<file path="src/rtl/csr_pkg.sv">
// Shared CSR addresses, func3 encodings, trap cause codes and mstatus field positions
// for the machine-mode CSR file and its trap controller.
package csr_pkg;

  localparam logic [11:0] CSR_MSTATUS   = 12'h300;
  localparam logic [11:0] CSR_MIE       = 12'h304;
  localparam logic [11:0] CSR_MTVEC     = 12'h305;
  localparam logic [11:0] CSR_MSCRATCH  = 12'h340;
  localparam logic [11:0] CSR_MEPC      = 12'h341;
  localparam logic [11:0] CSR_MCAUSE    = 12'h342;
  localparam logic [11:0] CSR_MIP       = 12'h344;
  localparam logic [11:0] CSR_MHARTID   = 12'hF14;
  localparam logic [11:0] CSR_MCYCLE    = 12'hB00;
  localparam logic [11:0] CSR_MINSTRET  = 12'hB02;
  localparam logic [11:0] CSR_MCYCLEH   = 12'hB80;
  localparam logic [11:0] CSR_MINSTRETH = 12'hB82;

  localparam logic [2:0] F3_RW  = 3'b001;
  localparam logic [2:0] F3_RS  = 3'b010;
  localparam logic [2:0] F3_RC  = 3'b011;
  localparam logic [2:0] F3_RWI = 3'b101;
  localparam logic [2:0] F3_RSI = 3'b110;
  localparam logic [2:0] F3_RCI = 3'b111;

  localparam logic [3:0] CAUSE_ILLEGAL = 4'd2;
  localparam logic [3:0] CAUSE_EBREAK  = 4'd3;
  localparam logic [3:0] CAUSE_ECALL   = 4'd11;
  localparam logic [3:0] CAUSE_MTI     = 4'd7;

  localparam int MSTATUS_MIE    = 3;
  localparam int MSTATUS_MPIE   = 7;
  localparam int MSTATUS_MPP_LO = 11;
  localparam int MSTATUS_MPP_HI = 12;
  localparam int MIE_MTIE       = 7;
  localparam int MIP_MTIP       = 7;

  typedef enum logic [2:0] {
    SRC_NONE,
    SRC_IRQ,
    SRC_ILLEGAL,
    SRC_EBREAK,
    SRC_ECALL
  } trap_src_e;

  // Zicsr read-modify-write; the register and immediate forms share func3[1:0].
  function automatic logic [63:0] csr_rmw(input logic [2:0] f3, input logic [63:0] old_v,
                                          input logic [63:0] src_v);
    logic [63:0] res;
    case (f3[1:0])
      2'b01:   res = src_v;
      2'b10:   res = old_v | src_v;
      2'b11:   res = old_v & ~src_v;
      default: res = old_v;
    endcase
    return res;
  endfunction

endpackage

</file>
<file path="src/rtl/csr_trap_ctrl.sv">
// Trap priority encoder: selects the trap source, builds mcause, the mstatus value after
// trap entry or mret, and the redirect target.
module csr_trap_ctrl
  import csr_pkg::*;
#(
  parameter int XLEN = 64
) (
  input  logic            en,
  input  logic            mtip,
  input  logic            mtie,
  input  logic            ecall,
  input  logic            ebreak,
  input  logic            illegal,
  input  logic            mret,
  input  logic [XLEN-1:0] mstatus_q,
  input  logic [XLEN-1:0] mtvec_q,
  input  logic [XLEN-1:0] mepc_q,
  output logic            trap,
  output logic            mret_take,
  output logic            evt,
  output logic [XLEN-1:0] cause,
  output logic [XLEN-1:0] mstatus_evt,
  output logic [XLEN-1:0] redirect_addr
);

  trap_src_e src;

  always_comb begin
    src = SRC_NONE;
    if (en && mstatus_q[MSTATUS_MIE] && mtie && mtip) src = SRC_IRQ;
    else if (en && illegal)                           src = SRC_ILLEGAL;
    else if (en && ebreak)                            src = SRC_EBREAK;
    else if (en && ecall)                             src = SRC_ECALL;
  end

  assign trap      = (src != SRC_NONE);
  assign mret_take = en & mret & ~trap;
  assign evt       = trap | mret_take;

  always_comb begin
    cause = '0;
    case (src)
      SRC_IRQ: begin
        cause[XLEN-1] = 1'b1;
        cause[3:0]    = CAUSE_MTI;
      end
      SRC_ILLEGAL: cause[3:0] = CAUSE_ILLEGAL;
      SRC_EBREAK:  cause[3:0] = CAUSE_EBREAK;
      SRC_ECALL:   cause[3:0] = CAUSE_ECALL;
      default:     cause = '0;
    endcase
  end

  always_comb begin
    mstatus_evt = mstatus_q;
    if (trap) begin
      mstatus_evt[MSTATUS_MPIE]                  = mstatus_q[MSTATUS_MIE];
      mstatus_evt[MSTATUS_MIE]                   = 1'b0;
      mstatus_evt[MSTATUS_MPP_HI:MSTATUS_MPP_LO] = 2'b11;
    end else if (mret_take) begin
      mstatus_evt[MSTATUS_MIE]  = mstatus_q[MSTATUS_MPIE];
      mstatus_evt[MSTATUS_MPIE] = 1'b1;
    end
  end

  assign redirect_addr = mret_take ? mepc_q : mtvec_q;

endmodule

</file>
<file path="src/rtl/csr_trap_unit.sv">
// Machine-mode CSR file with Zicsr execution, trap entry/mret sequencing and registered
// writeback. Define CSR_COUNTERS_EN to add mcycle/minstret (and the high halves on RV32).
module csr_trap_unit
  import csr_pkg::*;
#(
  parameter int          XLEN        = 64,
  parameter logic [63:0] MSTATUS_RST = 64'h0000_000a_0000_1800,
  parameter logic [63:0] MTVEC_RST   = 64'h0,
  parameter logic [63:0] HART_ID     = 64'h0
) (
  input  logic            clk,
  input  logic            rst_n,
  input  logic            en,
  input  logic            csr_op,
  input  logic [2:0]      func3,
  input  logic [11:0]     csr_a,
  input  logic [4:0]      rs1_a,
  input  logic [XLEN-1:0] rs1_val,
  input  logic [4:0]      rd_a,
  input  logic            rd_w,
  input  logic [XLEN-1:0] pc,
  input  logic            ecall,
  input  logic            ebreak,
  input  logic            illegal,
  input  logic            mret,
  input  logic            retire,
  input  logic            mtip,
  output logic [XLEN-1:0] rd_o,
  output logic            rd_w_o,
  output logic [4:0]      rd_a_o,
  output logic            redirect,
  output logic [XLEN-1:0] redirect_addr,
  output logic            mie_global
);

  localparam logic [XLEN-1:0] MPP_MASK     = {{(XLEN-13){1'b0}}, 2'b11, 11'b0};
  localparam logic [XLEN-1:0] ALIGN4       = {{(XLEN-2){1'b1}}, 2'b00};
  localparam logic [XLEN-1:0] MSTATUS_INIT = MSTATUS_RST[XLEN-1:0] | MPP_MASK;
  localparam logic [XLEN-1:0] MTVEC_INIT   = MTVEC_RST[XLEN-1:0] & ALIGN4;

  logic [XLEN-1:0] mstatus_q, mstatus_d;
  logic [XLEN-1:0] mie_q, mie_d;
  logic [XLEN-1:0] mtvec_q, mtvec_d;
  logic [XLEN-1:0] mscratch_q, mscratch_d;
  logic [XLEN-1:0] mepc_q, mepc_d;
  logic [XLEN-1:0] mcause_q, mcause_d;
  logic [XLEN-1:0] rd_q;
  logic            rd_w_q;
  logic [4:0]      rd_a_q;

  logic [XLEN-1:0] src, rdata, wdata;
  logic [63:0]     wdata64;
  logic            csr_wr;
  logic            trap, mret_take, evt;
  logic [XLEN-1:0] cause, mstatus_evt, evt_addr;

  csr_trap_ctrl #(.XLEN(XLEN)) u_ctrl (
    .en            (en),
    .mtip          (mtip),
    .mtie          (mie_q[MIE_MTIE]),
    .ecall         (ecall),
    .ebreak        (ebreak),
    .illegal       (illegal),
    .mret          (mret),
    .mstatus_q     (mstatus_q),
    .mtvec_q       (mtvec_q),
    .mepc_q        (mepc_q),
    .trap          (trap),
    .mret_take     (mret_take),
    .evt           (evt),
    .cause         (cause),
    .mstatus_evt   (mstatus_evt),
    .redirect_addr (evt_addr)
  );

  assign src     = func3[2] ? {{(XLEN-5){1'b0}}, rs1_a} : rs1_val;
  assign wdata64 = csr_rmw(func3, 64'(rdata), 64'(src));
  assign wdata   = wdata64[XLEN-1:0];

  // rs/rc with rs1_a == 0 are pure reads; a taken trap squashes the write.
  assign csr_wr = en & csr_op & ~trap & (func3[1:0] != 2'b00) & ~(func3[1] & (rs1_a == 5'd0));

`ifdef CSR_COUNTERS_EN
  localparam logic [63:0] LO_KEEP = (XLEN == 32) ? 64'hFFFF_FFFF_0000_0000 : 64'h0;
  logic [63:0] mcycle_q, mcycle_d, minstret_q, minstret_d;

  always_comb begin
    mcycle_d   = mcycle_q + 64'd1;
    minstret_d = minstret_q + {63'd0, en & retire};
    if (csr_wr && csr_a == CSR_MCYCLE)                   mcycle_d = (mcycle_q & LO_KEEP) | wdata64;
    if (csr_wr && csr_a == CSR_MCYCLEH && XLEN == 32)    mcycle_d = {wdata64[31:0], mcycle_q[31:0]};
    if (csr_wr && csr_a == CSR_MINSTRET)                 minstret_d = (minstret_q & LO_KEEP) | wdata64;
    if (csr_wr && csr_a == CSR_MINSTRETH && XLEN == 32)  minstret_d = {wdata64[31:0], minstret_q[31:0]};
  end

  always_ff @(posedge clk) begin
    if (!rst_n) begin
      mcycle_q   <= '0;
      minstret_q <= '0;
    end else begin
      mcycle_q   <= mcycle_d;
      minstret_q <= minstret_d;
    end
  end
`else
  logic unused_retire;
  assign unused_retire = retire;
`endif

  always_comb begin
    rdata = '0;
    case (csr_a)
      CSR_MSTATUS:  rdata = mstatus_q;
      CSR_MIE:      rdata = mie_q;
      CSR_MTVEC:    rdata = mtvec_q;
      CSR_MSCRATCH: rdata = mscratch_q;
      CSR_MEPC:     rdata = mepc_q;
      CSR_MCAUSE:   rdata = mcause_q;
      CSR_MIP:      rdata[MIP_MTIP] = mtip;
      CSR_MHARTID:  rdata = HART_ID[XLEN-1:0];
`ifdef CSR_COUNTERS_EN
      CSR_MCYCLE:    rdata = mcycle_q[XLEN-1:0];
      CSR_MINSTRET:  rdata = minstret_q[XLEN-1:0];
      // The upper-slice form only yields the high word when XLEN is 32.
      CSR_MCYCLEH:   if (XLEN == 32) rdata = mcycle_q[63:64-XLEN];
      CSR_MINSTRETH: if (XLEN == 32) rdata = minstret_q[63:64-XLEN];
`endif
      default:      rdata = '0;
    endcase
  end

  always_comb begin
    mstatus_d  = mstatus_q;
    mie_d      = mie_q;
    mtvec_d    = mtvec_q;
    mscratch_d = mscratch_q;
    mepc_d     = mepc_q;
    mcause_d   = mcause_q;
    if (csr_wr) begin
      case (csr_a)
        CSR_MSTATUS:  mstatus_d = wdata | MPP_MASK;
        CSR_MIE: begin
          mie_d           = '0;
          mie_d[MIE_MTIE] = wdata[MIE_MTIE];
        end
        CSR_MTVEC:    mtvec_d    = wdata & ALIGN4;
        CSR_MSCRATCH: mscratch_d = wdata;
        CSR_MEPC:     mepc_d     = wdata & ALIGN4;
        CSR_MCAUSE:   mcause_d   = wdata;
        default:      ;
      endcase
    end
    if (evt) mstatus_d = mstatus_evt;
    if (trap) begin
      mepc_d   = pc & ALIGN4;
      mcause_d = cause;
    end
  end

  always_ff @(posedge clk) begin
    if (!rst_n) begin
      mstatus_q  <= MSTATUS_INIT;
      mie_q      <= '0;
      mtvec_q    <= MTVEC_INIT;
      mscratch_q <= '0;
      mepc_q     <= '0;
      mcause_q   <= '0;
      rd_q       <= '0;
      rd_w_q     <= 1'b0;
      rd_a_q     <= '0;
    end else begin
      mstatus_q  <= mstatus_d;
      mie_q      <= mie_d;
      mtvec_q    <= mtvec_d;
      mscratch_q <= mscratch_d;
      mepc_q     <= mepc_d;
      mcause_q   <= mcause_d;
      rd_w_q     <= en & rd_w & csr_op & ~trap;
      if (en) begin
        rd_q   <= rdata;
        rd_a_q <= rd_a;
      end
    end
  end

  assign rd_o          = rd_q;
  assign rd_w_o        = rd_w_q;
  assign rd_a_o        = rd_a_q;
  assign redirect      = rst_n & evt;
  assign redirect_addr = evt_addr;
  assign mie_global    = mstatus_q[MSTATUS_MIE];

endmodule

</file>
<file path="config.mk">
export PLATFORM = sky130hd
export DESIGN_NAME = csr_trap_unit
export DESIGN_NICKNAME = d
export VERILOG_FILES = /design/src/rtl/csr_pkg.sv /design/src/rtl/csr_trap_ctrl.sv /design/src/rtl/csr_trap_unit.sv
export SDC_FILE = /design/constraint.sdc
export NUM_CORES = 1
export LEC_CHECK = 0
export BUFFER_PORTS_ARGS = -buffer_cell sky130_fd_sc_hd__buf_4
export CAP_MARGIN = 25
export CORE_UTILIZATION = 50
export DETAILED_ROUTE_END_ITERATION = 16
export PLACE_DENSITY_LB_ADDON = 0.05
export SKIP_CTS_REPAIR_TIMING = 1
export SYNTH_ARGS = -nofsm -noshare
export SYNTH_HDL_FRONTEND = slang
export SYNTH_SLANG_ARGS = --single-unit
</file>
<file path="constraint.sdc">
create_clock -name clk -period 2 [get_ports clk]
set_input_delay 0.1 -clock clk [delete_from_list [all_inputs] [get_ports clk]]
set_output_delay 0.1 -clock clk [all_outputs]
set_load 0.1 [all_outputs]
</file>
## Word level (Yosys, flattened, before mapping)

Cells that the tools add are included.

- Register bits after elaboration: 387
- Input bits: 164
- Output and inout port bits: 136
- Logic and storage cells: 97

- Equality and inequality tests: 16
- Multiplexer cells: 26
- Bitwise gates (word level): 19
- Reduce and logical (&&, ||, !) cells: 24

Operator list:

| operator | number |
|---|---|
| 2-to-1 mux 64 bit | 8 |
| case mux 56 bit (5 select lines) | 1 |
| case mux 64 bit (3 select lines) | 1 |
| == test 12 x 10 -> 1 bit, second input constant | 7 |
| bitwise AND 64 bit | 1 |
| inverter 64 bit | 1 |
| OR 64 bit | 1 |
| 2-to-1 mux 13 bit | 3 |
| case mux 7 bit (5 select lines) | 1 |
| case mux 4 bit (4 select lines) | 1 |
| 2-to-1 mux 3 bit | 4 |
| AND reduction 2 bit | 6 |
| nonzero test 2 bit | 6 |
| bitwise AND 1 bit | 11 |
| AND reduction 3 bit | 3 |
| case mux 1 bit (7 select lines) | 1 |
| == test 3 x 2 -> 1 bit, second input constant | 2 |
| logical AND 1 bit | 6 |
| logical NOT 5 bit | 1 |
| 2-to-1 mux 1 bit | 5 |
| == test 2 bit, second input constant | 2 |
| inverter 1 bit | 4 |
| == test 3 x 1 -> 1 bit, second input constant | 1 |
| == test 3 bit, second input constant | 1 |
| other kinds (7) | 7 |

## Depth between registers and ports, before layout

Gate-level depths: netlist (run 1).

- Depth in word-level cells: 12
- Depth in mapped cells: 10
- Gate-level depth less buffers: 6

## Modules after synthesis

From an unflattened synthesis (run 1), not the netlist that was laid out.

- Cells, all modules: 2500
- Area, all modules: 21042.7 µm²

By module, submodules not included:

| module | times used | cells an instance | area an instance (µm²) | sequential area each (µm²) |
|---|---|---|---|---|
| csr_trap_unit | 1 | 2287 | 19208.4 | 7747.4 |
| csr_trap_ctrl | 1 | 213 | 1834.3 | 0.0 |

## Least setup slack after synthesis (run 1)

Ideal clock, no wire load.

- Path type: flip-flop to output port
- Start point: register mstatus_q[3]
- End point: output redirect_addr[10]
- Arrival time: 2583 ps
- Required time: 1900 ps
- Path slack: -683 ps
- Stages on the path, launching flop included: 7
- Buffers on the path: 2
- Cells stage by stage: dfxtp_1 > and3_1 > nor2_1 > and3_1 > clkbuf_1 > clkbuf_1 > mux2_2

- Cells in the longest elaborated chain, start to end: 8

RTL lines:

| what | RTL line | RTL |
|---|---|---|
| start: declaration | csr_trap_unit.sv:41 | `logic [XLEN-1:0] mstatus_q, mstatus_d;` |
| start signal: assignment | csr_trap_unit.sv:172 | `mstatus_q <= mstatus_d;` |
| logical AND 1 bit (3 in series) | csr_trap_ctrl.sv:30 | `if (en && mstatus_q[MSTATUS_MIE] && mtie && mtip) src = SRC_IRQ;` |
| 2-to-1 mux 3 bit | csr_trap_ctrl.sv:30 |  |
| nonzero test 3 bit | csr_trap_ctrl.sv:36 | `assign trap = (src != SRC_NONE);` |
| inverter 1 bit | csr_trap_ctrl.sv:37 | `assign mret_take = en & mret & ~trap;` |
| bitwise AND 1 bit | csr_trap_ctrl.sv:37 |  |
| 2-to-1 mux 64 bit | csr_trap_ctrl.sv:66 | `assign redirect_addr = mret_take ? mepc_q : mtvec_q;` |
| end: declaration | csr_trap_unit.sv:32 | `output logic [XLEN-1:0] redirect_addr,` |

No other way between the ends.

## Final worst setup path (run 1)

- Start point: register mie_q[7]
- End point: output redirect_addr[38]

- Cells in the longest elaborated chain, start to end: 7

RTL lines:

| what | RTL line | RTL |
|---|---|---|
| start: declaration | csr_trap_unit.sv:42 | `logic [XLEN-1:0] mie_q, mie_d;` |
| start signal: assignment | csr_trap_unit.sv:173 | `mie_q <= mie_d;` |
| logical AND 1 bit (2 in series) | csr_trap_ctrl.sv:30 |  |
| 2-to-1 mux 3 bit | csr_trap_ctrl.sv:30 |  |
| nonzero test 3 bit | csr_trap_ctrl.sv:36 |  |
| inverter 1 bit | csr_trap_ctrl.sv:37 |  |
| bitwise AND 1 bit | csr_trap_ctrl.sv:37 |  |
| 2-to-1 mux 64 bit | csr_trap_ctrl.sv:66 |  |

No other way between the ends.

==> flow_summary.yaml, run 1 <==
cts:
  clk_transition_reported_paths_ns: 0.06
  clock_tree.buffer_depth: 3
  cts_num_sinks: 386
  tritoncts: "yes"
  insertion_delay_ns: 0.59
  htree_num_levels: 2
  cts-root-buf: "clkbuf_16"
  cts-buffers-inserted: 44
setup_path:
  r2r_slack_ns: -0.09
  reg2reg_depth: 10
  worst-endpoint-required_ns: 1.90
  end_kind: "output port"
  critPathArrivalTime_ns: 2.34
  critPathKind: "reg -> out"
  critPathLaunchType: "register"
  timing.rr.end: "mscratch_q[24]$_SDFFE_PN0P_"
  crit-reg2reg-launch: "mie_q[7]$_SDFFE_PN0P_"
  crit_path_max_fanout: 8
min_path:
  min-delay-path-class: "in -> reg"
  timing.hold.worst.start: "rs1_val[59]"
  hold_depth: 4
  min_to: "mscratch_q[59]$_SDFFE_PN0P_"
timing:
  finalCritPeriodShare_pct: 122
  setup_viol: 82
  slew_viol_final: 0
  post-route-worst-setup-slack_ns: -0.442
  final_hold_violations: 8
  hold-worst-slack_ns: -0.0613
  worst_slew_pin_slew_ns: 0.981
  clock_skew_after_layout_ns: 0.0295
  rsz0062_at_grt: "true"
  timing.setup.tns_ns: -24.34
  slew_headroom_pct: 34.6
  final.min_clock_period_ns: 2.44
  achievable-frequency_ghz: 0.410
global_routing:
  grtUsageMet2_pct: 61.2
  first_pass_grt_wire_length_um: 123000
  global_route.peak_usage_layer: "met2"
  grt_usage_pct: 38.8
  maximum_number_of_pins_on_one_net_before_global_route_repair: 86
  grt_use_met1_pct: 52.0
  grt.overflow.total: 0
  antenna_found_initial: 0
  number_of_global_route_vias_before_repair: 20900
  gr-usage-met3_pct: 7.34
route:
  drt_first_pass_iters: 6
  totalWireLength_um: 84500
  ant_nets: 0
  avgRoutedWirePerCell_um: 24.3
  route.detailed.vias_per_inst: 6.37
  iter_0_drt_violations: 2270
  drcViolationCount: 0
  vias: 22100
synth:
  synth_ff_type: "dfxtp_1"
  synthesis.area_per_instance_um2: 8.24
  yosysWarningCount: 0
  synth_area_um2: 19800
  post_synth_inst_count: 2397
  synth_edf_count: 0
  ys_types: 66
  sequential_area_share_after_synthesis_pct: 39.1
  synth-seq-cells: 386
  asyncSetResetFlopFracSynth_pct: 0
layout:
  drive_gt1_share_pct: 28.1
  post-route-util_pct: 73.7
  insertedDiodeCount: 0
  layoutNonFillerInstCount: 3474
  final_net_count: 3086
  flow.area_growth_from_synthesis_pct: 44.7
power:
  power_density_nw_per_um2: 660
  peak_supply_drop_mv: 0.661
  total_leakage_power_nw: 10.8
  design_power_total_mw: 18.9
floorplanning:
  core_region_area_um2: 38800
  ioPinCount: 300
  die_y_um: 201
  die_w_um: 201
  start_util_pct: 50.9
  die_area_um2: 40300
  std_cell_rows: 72
flow_run:
  drv_cap: 0
placed_design:
  detailedPlacementHpwl_um: 53900
  placedCellCount: 3298
  portBuffers: 294
  place.gp.congestion: 0.949
run_status:
  outcome: "finished, violations left"
  violations: "hold timing, setup timing"
[worst max-delay path, stage by stage, from the launching register on]
cell,delay (ns)
dfxtp_4,0.36
and3_4,0.17
nor2_4,0.10
and3_4,0.24
buf_12,0.18
clkbuf_16,0.19
mux2_4,0.33
buf_12,0.17
[registers in the layout, indices dropped and copies added, names as in the netlist]
| register | cells |
|---|---|
| mcause_q | 64 |
| mepc_q | 62 |
| mie_q | 1 |
| mscratch_q | 64 |
| mstatus_q | 63 |
| mtvec_q | 62 |
| rd_a_o | 5 |
| rd_o | 64 |
| rd_w_o | 1 |
[metrics by stage]
step | cell area (um^2) | setup WS (ns)
2_1_floorplan | 20000 | 0.0154
3_3_place_gp | 25100 | -0.388
3_5_place_dp | 25100 | -0.434
4_1_cts | 26500 | -0.659
5_1_grt | 28600 | -0.460
6_report | 28600 | -0.442
[routing by layer]
| metal | routed length, um | up-vias | part of all wire [%] |
|---|---|---|---|
| met5 | 0 | - | 0 |
| met4 | 3080 | 0 | 3.6 |
| met3 | 9420 | 235 | 11 |
| met2 | 38400 | 1413 | 45 |
| met1 | 33600 | 10600 | 40 |
| li1 | - | 9931 | - |
[worst max path at each step]
| stage | startpoint | to | slack [ns] | cells past startpoint |
|---|---|---|---|---|
| after floorplan | csr_a[3] | mepc_q[23]$_SDFFE_PN0P_ | 0.02 | 9 |
| after global placement | csr_a[3] | mepc_q[4]$_SDFFE_PN0P_ | -0.39 | 9 |
| after detailed placement | csr_a[3] | mepc_q[4]$_SDFFE_PN0P_ | -0.43 | 9 |
| after CTS | mie_q[7]$_SDFFE_PN0P_ | redirect_addr[50] | -0.66 | 6 |
| after global routing | mie_q[7]$_SDFFE_PN0P_ | redirect_addr[44] | -0.46 | 7 |
| final | mie_q[7]$_SDFFE_PN0P_ | redirect_addr[38] | -0.44 | 7 |
[cell usage after synthesis, types with 43 or more instances]
cell | instances | share of area [%]
clkbuf_1 | 151 | 2.9
buf_2 | 53 | 1.3
o22ai_1 | 72 | 2.3
nor2_1 | 212 | 4.0
nand3_1 | 79 | 2.0
nand2_1 | 209 | 4.0
dfxtp_1 | 386 | 39
a21oi_1 | 150 | 3.8
o21ai_0 | 182 | 4.6
a211oi_1 | 108 | 4.1
xnor2_1 | 44 | 1.9
nor2b_1 | 74 | 2.3
and2_1 | 47 | 1.5
mux2_2 | 72 | 4.1
o2bb2ai_1 | 43 | 1.9
a22oi_1 | 119 | 4.5
mux2i_1 | 43 | 2.2
[cells by family after synthesis]
logic type,after synthesis,share of synthesized area [%]
simple gates,725,17.5
buf+inv,240,5.08
flops,386,39.1
compound gates,883,29.9
mux,115,6.28
other cells,1,0.0190
xor+xnor,47,2.08
[area by class of cell]
type                            instances  area [um^2]
Clock inverter                         17          146
Sequential cell                       386         7730
Timing Repair Buffer                  714         7350
Fill cell                            2895        10200
Multi-Input combinational cell       1772        11500
Clock buffer                           63         1250
Inverter                                4         17.5
Tap cell                              518          648
[cells in the final DEF, fill, tap and decap left out, types with 72 or more instances in the layout]
cell type,n
nand3_1,79
dlygate4sd3_1,72
buf_12,124
o21ai_0,181
a211oi_1,100
dfxtp_1,384
o22ai_1,72
a21oi_1,148
buf_4,498
nand2_1,206
a22oi_1,119
nor2_1,210
[report_power, final]
part / switching, mW / total (mW) / internal, mW
clock network: 3.40 / 8.02 / 4.62
registers: 0.110 / 7.94 / 7.83
logic: 1.83 / 2.93 / 1.10
total: 5.34 / 18.9 / 13.6
Power figures use the tool's default switching activity.
==> run 2, diff against run 1 <==
--- a/config.mk
+++ b/config.mk
@@ -7,7 +7,7 @@
 export LEC_CHECK = 0
 export BUFFER_PORTS_ARGS = -buffer_cell sky130_fd_sc_hd__buf_4
 export CAP_MARGIN = 25
-export CORE_UTILIZATION = 50
+export CORE_UTILIZATION = 58
 export DETAILED_ROUTE_END_ITERATION = 16
 export PLACE_DENSITY_LB_ADDON = 0.05
 export SKIP_CTS_REPAIR_TIMING = 1
==> constraint.sdc (replaced) <==
create_clock -name clk -period 2.3 [get_ports clk]
set_input_delay 0.115 -clock clk [delete_from_list [all_inputs] [get_ports clk]]
set_output_delay 0.115 -clock clk [all_outputs]
set_load 0.1 [all_outputs]
==> run 2 against run 1 <==
  * The run still ends with hold timing, setup timing left
  * Register-to-register slack improved by 0.18 ns
  * Combinational power fell by 16%
  * Via count rose by 0.14%
  * Count of clock-buffer cells in the layout did not move
  * Largest cell class unchanged
  * Critical path depth fell by 1
  * Critical endpoint is now redirect_addr[33]
  * Non-clock buffer count fell by 135
==> flow_summary.yaml, run 2 (synthesis results as in run 1) <==
run_status:
  outcome: "finished, violations left"
  violations: "hold timing, setup timing"
setup_path:
  critPathLaunchType: "register"
  crit_path_max_fanout: 7
  critPathKind: "reg -> out"
  critPathArrivalTime_ns: 2.36
  reg2reg_depth: 9
  worst-endpoint-required_ns: 2.18
  end_kind: "output port"
global_routing:
  first_pass_grt_wire_length_um: 115000
  number_of_global_route_vias_before_repair: 20600
  antenna_found_initial: 1
  grt.overflow.total: 0
  maximum_number_of_pins_on_one_net_before_global_route_repair: 78
  grt_use_met1_pct: 53.9
  gr-usage-met3_pct: 9.01
  grtUsageMet2_pct: 65.3
  global_route.peak_usage_layer: "met2"
  grt_usage_pct: 41.6
floorplanning:
  ioPinCount: 300
  die_y_um: 187
  core_region_area_um2: 33500
  die_w_um: 187
  die_area_um2: 34800
  start_util_pct: 58.9
  std_cell_rows: 67
placed_design:
  place.gp.congestion: 0.968
  dpl-instance-area_um2: 23700
  post-place-ws_ns: -0.191
  portBuffers: 294
  detailedPlacementHpwl_um: 49200
  placedCellCount: 3108
timing:
  finalCritPeriodShare_pct: 107
  slew_viol_final: 0
  final.min_clock_period_ns: 2.47
  achievable-frequency_ghz: 0.405
  clock_skew_after_layout_ns: 0.0214
  worst_slew_pin_slew_ns: 0.685
  slew_headroom_pct: 54.3
  rsz0062_at_grt: "true"
  hold-worst-slack_ns: -0.0223
  post-route-worst-setup-slack_ns: -0.171
  timing.setup.tns_ns: -7.73
  final_hold_violations: 6
  setup_viol: 62
cts:
  insertion_delay_ns: 0.58
  cts-root-buf: "clkbuf_16"
  clock_tree.buffer_depth: 3
  tritoncts: "yes"
  clk_transition_reported_paths_ns: 0.06
  cts_num_sinks: 386
  cts-buffers-inserted: 42
  htree_num_levels: 2
layout:
  storage_cell_area_um2: 7730
  post-route-util_pct: 80.3
  final_area_um2: 26900
  final_net_count: 2949
  flow.area_growth_from_synthesis_pct: 36.3
  final_common_cell: "buf_4"
  mostFrequentLayoutCells: "buf_4, dfxtp_1, nor2_1, nand2_1, o21ai_0"
  drive_gt1_share_pct: 24.3
  multi_input_gate_area_in_the_final_layout_um2: 11300
  layout.filler_cells: 2194
  layoutNonFillerInstCount: 3264
power:
  total_leakage_power_nw: 9.99
  power_switching_share_pct: 28.0
  power_density_nw_per_um2: 613
  design_power_total_mw: 16.5
  power.clock.fraction_pct: 43.2
  peak_supply_drop_mv: 0.694
  p_seq_share_pct: 41.9
  switching_power_mw: 4.61
  internal-power_mw: 11.9
  power_frac_comb_pct: 14.9
route:
  ant_nets: 0
  drt_first_pass_iters: 6
  iter_0_drt_violations: 2745
  route.detailed.vias_per_inst: 6.79
  avgRoutedWirePerCell_um: 24.7
  vias: 22200
  drcViolationCount: 0
  totalWireLength_um: 80500
min_path:
  hold_depth: 4
  min-delay-path-class: "in -> reg"
flow_run:
  drv_cap: 0
-- run 2: cell types whose count changed in the layout (fill, tap and decap cells not counted), moves of 7 or more --
cell	previous run	this run
buf_12	124	95
buf_4	498	399
a211oi_2	8	0
mux2_2	10	24
clkinv_2	11	4
mux2_4	62	48
a211oi_1	100	108
clkbuf_8	6	14
clkbuf_16	56	47
-- run 2: layout make-up --
class	instances	share of cell area, %
timing repair buffer	579	21.7
tap	448	2.08
inverter	4	0.0650
clock buffer	63	4.71
antenna	1	0.00929
clock inverter	11	0.678
multi-input combinational	1772	42.1
sequential	386	28.7
-- run 2: layer usage --
metal,wire length (um),vias up
met5,0,-
met2,36500,1703
met3,9490,332
li1,-,9652
met1,30000,10500
met4,4440,0
-- run 2: critical path: stages (launching register included) --
cell	delay (ns)
dfxtp_4	0.35
and3_4	0.17
nor2_4	0.11
and3_4	0.28
buf_4	0.23
mux2_2	0.39
buf_4	0.24
-- run 2: power groups by stage --
stage | Sequential, mW | Combinational, mW | Clock [mW]
floorplan | 7.41 | 1.01 | 0
global route | 6.91 | 2.55 | 7.41
finish | 6.91 | 2.46 | 7.13
detailed placement | 7.04 | 2.24 | 0
CTS | 6.90 | 2.25 | 7.09
global placement | 7.04 | 2.20 | 0
-- run 2: worst paths after layout --
| kind | start | end | slack [ns] |
|---|---|---|---|
| worst min-delay path | rs1_val[49] | mscratch_q[49]$_SDFFE_PN0P_ | -0.02 |
| worst min register to register | mcause_q[53]$_SDFFE_PP0P_ | mcause_q[53]$_SDFFE_PP0P_ | 0.47 |
| worst max register to register | mstatus_q[3]$_SDFFE_PN0P_ | mstatus_q[41]$_SDFFE_PN0P_ | 0.09 |
| worst max-delay path | mie_q[7]$_SDFFE_PN0P_ | redirect_addr[33] | -0.17 |
